## src/rtl/vx_csr_bank_pkg.sv

```systemverilog
// vx_csr_bank_pkg
//   Shared definitions for the per-core CSR data store: the CSR address
//   map, the fcsr field widths and the read-response record carried by the
//   registered read pipe.
package vx_csr_bank_pkg;

  localparam logic [11:0] CSR_FFLAGS       = 12'h001;
  localparam logic [11:0] CSR_FRM          = 12'h002;
  localparam logic [11:0] CSR_FCSR         = 12'h003;
  localparam logic [11:0] CSR_SCRATCH_BASE = 12'h7C0;
  localparam logic [11:0] CSR_CTR_EN       = 12'h7E0;
  localparam logic [11:0] CSR_CTR_BASE     = 12'hB03;
  localparam logic [11:0] CSR_CTR_H_BASE   = 12'hB83;

  localparam int FFLAGS_BITS = 5;
  localparam int FRM_BITS    = 3;

  // Sized for the widest supported XLEN; the bank keeps only the low XLEN bits.
  localparam int CSR_DATA_MAX = 64;

  typedef struct packed {
    logic [CSR_DATA_MAX-1:0] data;
    logic                    error;
  } csr_rsp_t;

endpackage

```

## src/rtl/vx_csr_ctr.sv

```systemverilog
// vx_csr_ctr
//   One user event counter of CTR_BITS bits. Adds a zero-extended increment
//   each cycle while enabled, wrapping modulo 2^CTR_BITS. A write to either
//   half replaces that half and suppresses the increment for that cycle.
//
// Ports
//   clk, reset  clock, synchronous active-high reset (counter -> 0)
//   en_i        counter enable (bit of CTR_EN)
//   inc_i       increment for this cycle
//   wr_lo_i     write low half (XLEN=32) or whole counter (XLEN=64)
//   wr_hi_i     write high half, bits [CTR_BITS-1:32] (XLEN=32 only)
//   wr_data_i   write data
//   count_o     current counter value
module vx_csr_ctr #(
  parameter int XLEN     = 32,
  parameter int CTR_BITS = 44,
  parameter int INC_BITS = 4
) (
  input  logic                clk,
  input  logic                reset,
  input  logic                en_i,
  input  logic [INC_BITS-1:0] inc_i,
  input  logic                wr_lo_i,
  input  logic                wr_hi_i,
  input  logic [XLEN-1:0]     wr_data_i,
  output logic [CTR_BITS-1:0] count_o
);

  logic [CTR_BITS-1:0] cnt_q;
  logic [CTR_BITS-1:0] cnt_d;
  logic [CTR_BITS-1:0] wrVal;

  // With a 32-bit data path each half is written separately and the other
  // half is preserved; a 64-bit data path writes the counter in one go.
  if (XLEN == 32) begin : g_x32
    always_comb begin
      wrVal = cnt_q;
      if (wr_lo_i) wrVal[31:0] = wr_data_i;
      if (wr_hi_i) wrVal[CTR_BITS-1:32] = wr_data_i[CTR_BITS-33:0];
    end
  end else begin : g_x64
    always_comb begin
      wrVal = wr_data_i[CTR_BITS-1:0];
    end
  end

  always_comb begin
    cnt_d = cnt_q;
    if (wr_lo_i || wr_hi_i) begin
      cnt_d = wrVal;
    end else if (en_i) begin
      cnt_d = cnt_q + CTR_BITS'(inc_i);
    end
  end

  always_ff @(posedge clk) begin
    if (reset) begin
      cnt_q <= '0;
    end else begin
      cnt_q <= cnt_d;
    end
  end

  assign count_o = cnt_q;

endmodule

```

## src/rtl/vx_csr_bank.sv

```systemverilog
// vx_csr_bank
//   Per-core CSR data store: per-warp fcsr and scratch registers, global
//   user event counters with an enable mask. Reads use a registered
//   valid/ready pipe sampling pre-update state; writes are never stalled.
//
// Ports
//   clk, reset          clock, synchronous active-high reset
//   req_valid_i/req_ready_o, req_wid_i, req_addr_i   read request
//   rsp_valid_o/rsp_ready_i, rsp_data_o, rsp_error_o read response
//   wr_valid_i, wr_wid_i, wr_addr_i, wr_data_i       write strobe
//   wr_error_o          one-cycle pulse after an unmapped write
//   fpu_valid_i, fpu_wid_i, fpu_fflags_i             fflags accumulation
//   fpu_read_wid_i, fpu_read_frm_o                   combinational frm lookup
//   ctr_inc_i           per-counter increments this cycle
module vx_csr_bank
  import vx_csr_bank_pkg::*;
#(
  parameter  int XLEN          = 32,
  parameter  int NUM_WARPS     = 4,
  parameter  int NUM_FPU_PORTS = 2,
  parameter  int NUM_SCRATCH   = 2,
  parameter  int NUM_CTRS      = 8,
  parameter  int CTR_BITS      = 44,
  parameter  int INC_BITS      = 4,
  localparam int WID_W         = (NUM_WARPS > 1) ? $clog2(NUM_WARPS) : 1
) (
  input  logic                                       clk,
  input  logic                                       reset,
  input  logic                                       req_valid_i,
  output logic                                       req_ready_o,
  input  logic [WID_W-1:0]                           req_wid_i,
  input  logic [11:0]                                req_addr_i,
  output logic                                       rsp_valid_o,
  input  logic                                       rsp_ready_i,
  output logic [XLEN-1:0]                            rsp_data_o,
  output logic                                       rsp_error_o,
  input  logic                                       wr_valid_i,
  input  logic [WID_W-1:0]                           wr_wid_i,
  input  logic [11:0]                                wr_addr_i,
  input  logic [XLEN-1:0]                            wr_data_i,
  output logic                                       wr_error_o,
  input  logic [NUM_FPU_PORTS-1:0]                   fpu_valid_i,
  input  logic [NUM_FPU_PORTS-1:0][WID_W-1:0]        fpu_wid_i,
  input  logic [NUM_FPU_PORTS-1:0][FFLAGS_BITS-1:0]  fpu_fflags_i,
  input  logic [NUM_FPU_PORTS-1:0][WID_W-1:0]        fpu_read_wid_i,
  output logic [NUM_FPU_PORTS-1:0][FRM_BITS-1:0]     fpu_read_frm_o,
  input  logic [NUM_CTRS-1:0][INC_BITS-1:0]          ctr_inc_i
);

  localparam int FCSR_BITS = FFLAGS_BITS + FRM_BITS;

  logic [FCSR_BITS-1:0] fcsr_q    [NUM_WARPS];
  logic [FCSR_BITS-1:0] fcsr_d    [NUM_WARPS];
  logic [XLEN-1:0]      scratch_q [NUM_WARPS][NUM_SCRATCH];
  logic [NUM_CTRS-1:0]  ctrEn_q;
  logic                 wrError_q;
  logic                 rspValid_q;
  csr_rsp_t             rsp_q;

  logic [CTR_BITS-1:0]  ctrVal [NUM_CTRS];
  csr_rsp_t             rdRsp;
  logic                 reqAccept;

  logic                 wrFflags;
  logic                 wrFrm;
  logic                 wrFcsr;
  logic                 wrCtrEn;
  logic                 wrHit;
  logic [NUM_SCRATCH-1:0] wrScratch;
  logic [NUM_CTRS-1:0]  wrCtrLo;
  logic [NUM_CTRS-1:0]  wrCtrHi;

  // Read decode from current (pre-update) state; anything not matched
  // keeps error set with zero data.
  always_comb begin
    rdRsp       = '0;
    rdRsp.error = 1'b1;
    if (req_addr_i == CSR_FFLAGS) begin
      rdRsp.data  = CSR_DATA_MAX'(fcsr_q[req_wid_i][FFLAGS_BITS-1:0]);
      rdRsp.error = 1'b0;
    end
    if (req_addr_i == CSR_FRM) begin
      rdRsp.data  = CSR_DATA_MAX'(fcsr_q[req_wid_i][FCSR_BITS-1:FFLAGS_BITS]);
      rdRsp.error = 1'b0;
    end
    if (req_addr_i == CSR_FCSR) begin
      rdRsp.data  = CSR_DATA_MAX'(fcsr_q[req_wid_i]);
      rdRsp.error = 1'b0;
    end
    for (int s = 0; s < NUM_SCRATCH; s++) begin
      if (req_addr_i == CSR_SCRATCH_BASE + 12'(s)) begin
        rdRsp.data  = CSR_DATA_MAX'(scratch_q[req_wid_i][s]);
        rdRsp.error = 1'b0;
      end
    end
    if (req_addr_i == CSR_CTR_EN) begin
      rdRsp.data  = CSR_DATA_MAX'(ctrEn_q);
      rdRsp.error = 1'b0;
    end
    for (int i = 0; i < NUM_CTRS; i++) begin
      if (req_addr_i == CSR_CTR_BASE + 12'(i)) begin
        rdRsp.data  = (XLEN == 32) ? CSR_DATA_MAX'(ctrVal[i][31:0])
                                   : CSR_DATA_MAX'(ctrVal[i]);
        rdRsp.error = 1'b0;
      end
      if ((XLEN == 32) && (req_addr_i == CSR_CTR_H_BASE + 12'(i))) begin
        rdRsp.data  = CSR_DATA_MAX'(ctrVal[i][CTR_BITS-1:32]);
        rdRsp.error = 1'b0;
      end
    end
  end

  // Write decode; wrHit low on a valid write flags an unmapped address.
  always_comb begin
    wrFflags  = 1'b0;
    wrFrm     = 1'b0;
    wrFcsr    = 1'b0;
    wrCtrEn   = 1'b0;
    wrScratch = '0;
    wrCtrLo   = '0;
    wrCtrHi   = '0;
    if (wr_valid_i) begin
      wrFflags = (wr_addr_i == CSR_FFLAGS);
      wrFrm    = (wr_addr_i == CSR_FRM);
      wrFcsr   = (wr_addr_i == CSR_FCSR);
      wrCtrEn  = (wr_addr_i == CSR_CTR_EN);
      for (int s = 0; s < NUM_SCRATCH; s++) begin
        wrScratch[s] = (wr_addr_i == CSR_SCRATCH_BASE + 12'(s));
      end
      for (int i = 0; i < NUM_CTRS; i++) begin
        wrCtrLo[i] = (wr_addr_i == CSR_CTR_BASE + 12'(i));
        wrCtrHi[i] = (XLEN == 32) && (wr_addr_i == CSR_CTR_H_BASE + 12'(i));
      end
    end
    wrHit = wrFflags | wrFrm | wrFcsr | wrCtrEn | (|wrScratch) |
            (|wrCtrLo) | (|wrCtrHi);
  end

  // FPU flags are ORed in after any CSR write so a same-cycle software
  // write to fflags never drops flags raised by the FPUs.
  always_comb begin
    for (int w = 0; w < NUM_WARPS; w++) begin
      logic [FFLAGS_BITS-1:0] flagsOr;
      flagsOr   = '0;
      fcsr_d[w] = fcsr_q[w];
      for (int p = 0; p < NUM_FPU_PORTS; p++) begin
        if (fpu_valid_i[p] && (fpu_wid_i[p] == WID_W'(w))) begin
          flagsOr = flagsOr | fpu_fflags_i[p];
        end
      end
      if (wr_wid_i == WID_W'(w)) begin
        if (wrFflags) fcsr_d[w][FFLAGS_BITS-1:0] = wr_data_i[FFLAGS_BITS-1:0];
        if (wrFrm)    fcsr_d[w][FCSR_BITS-1:FFLAGS_BITS] = wr_data_i[FRM_BITS-1:0];
        if (wrFcsr)   fcsr_d[w] = wr_data_i[FCSR_BITS-1:0];
      end
      fcsr_d[w][FFLAGS_BITS-1:0] = fcsr_d[w][FFLAGS_BITS-1:0] | flagsOr;
    end
  end

  always_ff @(posedge clk) begin
    if (reset) begin
      for (int w = 0; w < NUM_WARPS; w++) begin
        fcsr_q[w] <= '0;
        for (int s = 0; s < NUM_SCRATCH; s++) begin
          scratch_q[w][s] <= '0;
        end
      end
      ctrEn_q   <= '0;
      wrError_q <= 1'b0;
    end else begin
      for (int w = 0; w < NUM_WARPS; w++) begin
        fcsr_q[w] <= fcsr_d[w];
      end
      for (int s = 0; s < NUM_SCRATCH; s++) begin
        if (wrScratch[s]) scratch_q[wr_wid_i][s] <= wr_data_i;
      end
      if (wrCtrEn) ctrEn_q <= wr_data_i[NUM_CTRS-1:0];
      wrError_q <= wr_valid_i & ~wrHit;
    end
  end

  // Single-entry response register: a new request is taken whenever the
  // slot is empty or being drained this cycle.
  assign req_ready_o = ~rspValid_q | rsp_ready_i;
  assign reqAccept   = req_valid_i & req_ready_o;

  always_ff @(posedge clk) begin
    if (reset) begin
      rspValid_q <= 1'b0;
      rsp_q      <= '0;
    end else if (reqAccept) begin
      rspValid_q <= 1'b1;
      rsp_q      <= rdRsp;
    end else if (rsp_ready_i) begin
      rspValid_q <= 1'b0;
    end
  end

  assign rsp_valid_o = rspValid_q;
  assign rsp_data_o  = rsp_q.data[XLEN-1:0];
  assign rsp_error_o = rsp_q.error;
  assign wr_error_o  = wrError_q;

  if (XLEN < CSR_DATA_MAX) begin : g_unused
    logic unusedRspBits;
    assign unusedRspBits = ^rsp_q.data[CSR_DATA_MAX-1:XLEN];
  end

  always_comb begin
    for (int p = 0; p < NUM_FPU_PORTS; p++) begin
      fpu_read_frm_o[p] = fcsr_q[fpu_read_wid_i[p]][FCSR_BITS-1:FFLAGS_BITS];
    end
  end

  for (genvar i = 0; i < NUM_CTRS; i++) begin : g_ctr
    vx_csr_ctr #(
      .XLEN     (XLEN),
      .CTR_BITS (CTR_BITS),
      .INC_BITS (INC_BITS)
    ) u_ctr (
      .clk       (clk),
      .reset     (reset),
      .en_i      (ctrEn_q[i]),
      .inc_i     (ctr_inc_i[i]),
      .wr_lo_i   (wrCtrLo[i]),
      .wr_hi_i   (wrCtrHi[i]),
      .wr_data_i (wr_data_i),
      .count_o   (ctrVal[i])
    );
  end

endmodule
```

## config.mk

```make
export PLATFORM = sky130hd
export DESIGN_NAME = vx_csr_bank
export DESIGN_NICKNAME = d
export VERILOG_FILES = /design/src/rtl/vx_csr_bank_pkg.sv /design/src/rtl/vx_csr_ctr.sv /design/src/rtl/vx_csr_bank.sv
export SDC_FILE = /design/constraint.sdc
export NUM_CORES = 2
export LEC_CHECK = 0
export CAP_MARGIN = 5
export CORE_UTILIZATION = 50
export DETAILED_ROUTE_END_ITERATION = 16
export PLACE_DENSITY = 0.68
export SETUP_SLACK_MARGIN = 0.2
export SLEW_MARGIN = 30
export SYNTH_ARGS = -nofsm -noshare
export SYNTH_HDL_FRONTEND = slang
export SYNTH_SLANG_ARGS = --single-unit
```

## constraint.sdc

```tcl
create_clock -name clk -period 12.9 [get_ports clk]
set_input_delay 1.935 -clock clk [delete_from_list [all_inputs] [get_ports clk]]
set_output_delay 1.935 -clock clk [all_outputs]
set_load 0.005 [all_outputs]
```

# Word level (Yosys, flattened, before mapping)
# Memories as Yosys holds them, arrays and structs flattened.
# Index checks and enable logic that the tools add are counted.
[classes] n_addsub=8 eq_ne=69 mux=103 bitwise=23 n_reduce_logical=48
[op_table] operator="44-bit two-way mux" count=16
[op_table] operator="33-bit two-way mux" count=19
[op_table] operator="12-bit == test, second input constant" count=32
[op_table] operator="44-bit by 4-bit adder with 44-bit output" count=8
[op_table] operator="32-bit two-way mux" count=8
[op_table] operator="8-bit two-way mux" count=14
[op_table] operator="12-bit two-way mux" count=8
[op_table] operator="12-bit by 11-bit == test with 1-bit output, second input constant" count=6
[op_table] operator="64-bit two-way mux" count=1
[op_table] operator="64-bit OR reduction" count=1
[op_table] operator="5-bit two-way mux" count=12
[op_table] operator="12-bit by 2-bit == test with 1-bit output, second input constant" count=4
[op_table] operator="5-bit OR" count=8
[op_table] operator="2-bit inequality test, second input constant" count=16
[op_table] operator="2-bit AND reduction" count=16
[op_table] operator="12-bit by 1-bit == test with 1-bit output, second input constant" count=2
[op_table] operator="2-bit nonzero test" count=9
[op_table] operator="8-bit OR reduction" count=2
[op_table] operator="1-bit two-way mux" count=15
[op_table] operator="2-bit == test, second input constant" count=6
[op_table] operator="3-bit two-way mux" count=4
[op_table] operator="6-bit two-way mux" count=2
[op_table] operator="1-bit OR" count=11
[op_table] operator="9-bit two-way mux" count=1
[op_table] operator="8 further kinds" count=30
[totals] register_bits=395 ram_bits=288 input_bits=117 output_inout_bits=42 word_cells=274 n_memories=2
[mem_list] name="scratch_q" depth=4 width=64 rd=1 rd_clocked_by_memory_dff=0 wr=4 line_no="vx_csr_bank.sv:54" text="logic [XLEN-1:0] scratch_q [NUM_WARPS][NUM_SCRATCH];"
[mem_list] name="fcsr_q" depth=4 width=8 rd=7 rd_clocked_by_memory_dff=0 wr=4 line_no="vx_csr_bank.sv:52" text="logic [FCSR_BITS-1:0] fcsr_q [NUM_WARPS];"

# Depth between registers and ports, before layout
[depth] depth_word=23 mapped_depth=12 mapped_depth_nobuf=10

# Modules after synthesis
# From an unflattened synthesis, not the netlist that was laid out.
[unflattened] cells_unflattened=4778 area_unflattened_um2=42797.3
[modules_own_cells] module="vx_csr_bank" instances=1 cells_per_inst=1563 area_each_um2=18183.7 seq_area_each_um2=9188.8
[modules_own_cells] module="vx_csr_ctr (g_ctr[4].u_ctr ...)" instances=4 cells_per_inst=403 area_each_um2=3083.0 seq_area_each_um2=880.8
[modules_own_cells] module="vx_csr_ctr (g_ctr[1].u_ctr ...)" instances=3 cells_per_inst=399 area_each_um2=3051.7 seq_area_each_um2=880.8
[modules_own_cells] module="vx_csr_ctr (g_ctr[0].u_ctr)" instances=1 cells_per_inst=406 area_each_um2=3126.7 seq_area_each_um2=880.8

# Worst setup path before layout
# No wires, ideal clock.
[synth_path] kind="input to register" startpoint="in wr_addr_i[2]" endpoint="mem scratch_q[3][32] in the netlist's numbering (enable)" setup_ps=466 arrival_time_ps=5732 required_ps=12434 slack_ps=6702 cell_stages=5 n_path_buf=0 cell_sequence="or4b_1 > or4_1 > nor3_1 > nand2_1 > o21ai_0"
[synth_lines] item="from (decl)" line_no="vx_csr_bank.sv:39" text="input logic [11:0] wr_addr_i,"
[synth_lines] item="to (decl)" line_no="vx_csr_bank.sv:54"

==> flow_summary.ini <==
[critical_path]
worst_setup_path_end_kind = flop
critPathRequiredTime_ns = 13.19
crit_path_max_fanout = 32
worstPathArrival_ns = 6.25
setup.reg_to_reg.worst_slack_ns = 9.46
worst_setup_path_start_kind = input port
timing.setup.critical_path_class = input port to flop

[yosys]
syn-instance-count = 4629
synth-async-reset-ratio = 0
yosysSeqAreaShare = 0.400
synth_warnings = 0
avgSynthCellArea_um2 = 8.77
mappedNetlistNets = 4786
synthDistinctLibCells = 100
dominantRegCellSynth = sky130_fd_sc_hd__dfxtp_1
synth_register_bits = 683
count_of_flip_flops_with_a_built_in_enable_after_synthesis = 256
syn-cell-area_um2 = 40600

[timing]
clock_skew_ns = 0.0524
final.min_clock_period_ns = 5.96
final.setup.tns_ns = 0
setup_ws_ns = 6.94
report.final.slew_viol_count = 0
setup-violations-final = 0
max_clock_freq_mhz = 168
unrepaired_setup_endpoints_after_global_routing = false
timing.final.crit_share = 0.462
max-slew-margin-rel = 0.229
report.final.hold_viol_count = 0
worst-slew-pin-transition_ns = 1.14

[worst_hold_path]
hold_path_class = flop to flop

[drt]
detail_route.wirelength.met1_um = 68000
postRouteAntennaNets = 0
detail_route.first_pass.iterations = 8
vias_per_cell = 7.13
top_signal_layer_used = met5
drc = 0
detailroute.wirelength.met2_um = 75500
drt_wl_total_um = 182000
wl_per_cell_um = 31.7
met3_wirelength_um = 25200
num_vias = 40900
first_iter_violations = 6425

[global_route]
global_route.usage.total = 0.429
antenna_violations_before_repair = 12
grt_pass1_wl_um = 258000
first_global_vias = 36600
grt_start_max_net_pins = 158
gr-total-overflow = 0

[final_layout]
layoutNonFillerInstCount = 5732
most_used_cells_in_the_layout_excluding_fill_and_tap_cells = sky130_fd_sc_hd__dfxtp_1 (427), sky130_fd_sc_hd__nor2_1 (413), sky130_fd_sc_hd__nand2_1 (390)
final_common_cell = sky130_fd_sc_hd__dfxtp_1
share_of_post_route_cells_with_drive_strength_above_1 = 0.0956
final_net_count = 4762
area_delta_synth_final_pct = 12.7
fin_util = 0.569

[cts]
clk_pin_slew_worst_paths_ns = 0.06
cts_made_buffers = 78
htreeDepth = 3
postCtsResizedCells = 0
cts-root-to-sink-buffers = 3
cts_post_setup_buffers_inserted = 0
cts_hold_buf = 0
cts_sinks = 683
clk_root_buffer_cell = sky130_fd_sc_hd__clkbuf_16
tritoncts_clock_tree = built
clock_latency_ns = 0.67

[die]
chipHeight_um = 287
floorplan.die_area_um2 = 82300
placementRows = 104
core_um2 = 80400
initial_util = 0.505
top_level_ports = 159
dieWidth_um = 287

[outcome]
run_status = finished clean

[power]
netSwitchingFraction = 0.255
comb_power_share = 0.073
p_per_area_nw_per_um2 = 108
power.static_leakage_nw = 14.6
vdd_ir_drop_max_mv = 0.117
power.sequential.fraction = 0.463
clockPowerShare = 0.464
intPower_mw = 3.69
total_switching_power_mw = 1.26

[placed_design]
place_worst_setup_slack_ns = 6.02
gp_congestion = 1.11
port_buffers = 158
post-place-cells = 5583
place_hpwl_um = 123000

[run]
max_cap_viol_count = 0
synthesized netlist by cell type (all sizes together), types with 10 or more instances:
cell type | instances | share of area
o22ai | 44 | 0.0068
nand2b | 20 | 0.0031
a22oi | 94 | 0.017
o221ai | 41 | 0.0088
nor4 | 82 | 0.018
xnor2 | 13 | 0.0028
clkbuf | 304 | 0.028
o21ai | 271 | 0.033
or2 | 14 | 0.0022
and4 | 43 | 0.0093
buf | 78 | 0.0094
a221o | 11 | 0.0027
a311oi | 42 | 0.0091
nand3 | 151 | 0.019
and3 | 67 | 0.010
ha | 32 | 0.0099
a21o | 30 | 0.0055
nor3 | 166 | 0.022
o211ai | 31 | 0.0057
mux4 | 78 | 0.043
a221oi | 45 | 0.0097
a21oi | 348 | 0.043
o21a | 28 | 0.0052
or4 | 16 | 0.0031
a31oi | 55 | 0.0085
o41ai | 10 | 0.0022
a222oi | 36 | 0.0089
a22o | 34 | 0.0073
mux2i | 85 | 0.021
a2111oi | 32 | 0.0079
edfxtp | 256 | 0.19
a31o | 10 | 0.0022
and2 | 298 | 0.046
dfxtp | 427 | 0.21
nand4 | 106 | 0.016
or3 | 18 | 0.0028
inv | 68 | 0.0063
o31ai | 23 | 0.0043
nor2 | 427 | 0.040
a211oi | 126 | 0.023
nand2 | 392 | 0.036
nor2b | 31 | 0.0048
per-stage QoR:
stage	power, mW	hold WS (ns)	instance area [µm²]
floorplan	2.50	0.451	40600
CTS	4.94	0.509	45700
global placement	2.68	0.502	43000
finish	4.96	0.521	45700
detailed placement	2.69	0.500	43100
global route	5.05	0.533	45700
final timing paths:
kind | cells after the start | startpoint | to
hold reg to reg | 2 | g_ctr[3].u_ctr.count_o[28] | g_ctr[3].u_ctr.count_o[28]
setup / recovery | 7 | wr_addr_i[2] | scratch_q[0][18]
hold / removal | 2 | g_ctr[3].u_ctr.count_o[28] | g_ctr[3].u_ctr.count_o[28]
setup reg to reg | 10 | g_ctr[0].u_ctr.count_o[0] | g_ctr[0].u_ctr.count_o[32]
power by group through the flow:
stage | Clock, mW | Combinational [mW] | Sequential, mW
floorplan | 0 | 0.162 | 2.34
global placement | 0 | 0.341 | 2.34
detailed placement | 0 | 0.345 | 2.34
CTS | 2.30 | 0.346 | 2.30
global route | 2.38 | 0.364 | 2.30
finish | 2.30 | 0.360 | 2.30
routing by layer:
layer  GRT usage  vias up
li1            -    17600
met5           0        -
met1       0.557    19600
met4       0.269        6
met3       0.136      639
met2       0.619     2955
critical path: stages:
cell                              delay [ns]
sky130_fd_sc_hd__clkdlybuf4s50_1        0.52
sky130_fd_sc_hd__or4b_1                 0.61
sky130_fd_sc_hd__or4_1                  0.59
sky130_fd_sc_hd__nor3_2                 0.60
sky130_fd_sc_hd__nand2_1                0.57
sky130_fd_sc_hd__nor3_4                 0.61
sky130_fd_sc_hd__or2_2                  0.75
cells by family after synthesis:
logic type,Yosys count,share of synthesized area
compound gates,1399,0.232
xor+xnor,21,0.00453
fa+ha+maj,41,0.0141
buf+inv,450,0.0439
flops,683,0.400
mux,170,0.0662
simple gates,1865,0.240
flip-flops by register name, summed over array words and instances (netlist names):
signal,count
rsp_error_o,1
fcsr_q,32
wr_error_o,1
scratch_q,256
rsp_valid_o,1
g_ctr.u_ctr.count_o,352
ctrEn_q,8
rsp_data_o,32
cell type report:
type / count / area [µm²]
repair buffers: 278 / 2440
multi-input cells: 3496 / 22900
diodes: 5 / 12.5
flip-flops and latches: 683 / 16200
inverters: 68 / 258
fillers: 7180 / 34700
clock buffers: 113 / 2200
clock inverters: 29 / 407
well taps: 1060 / 1330
Power figures use the tool's default switching activity.
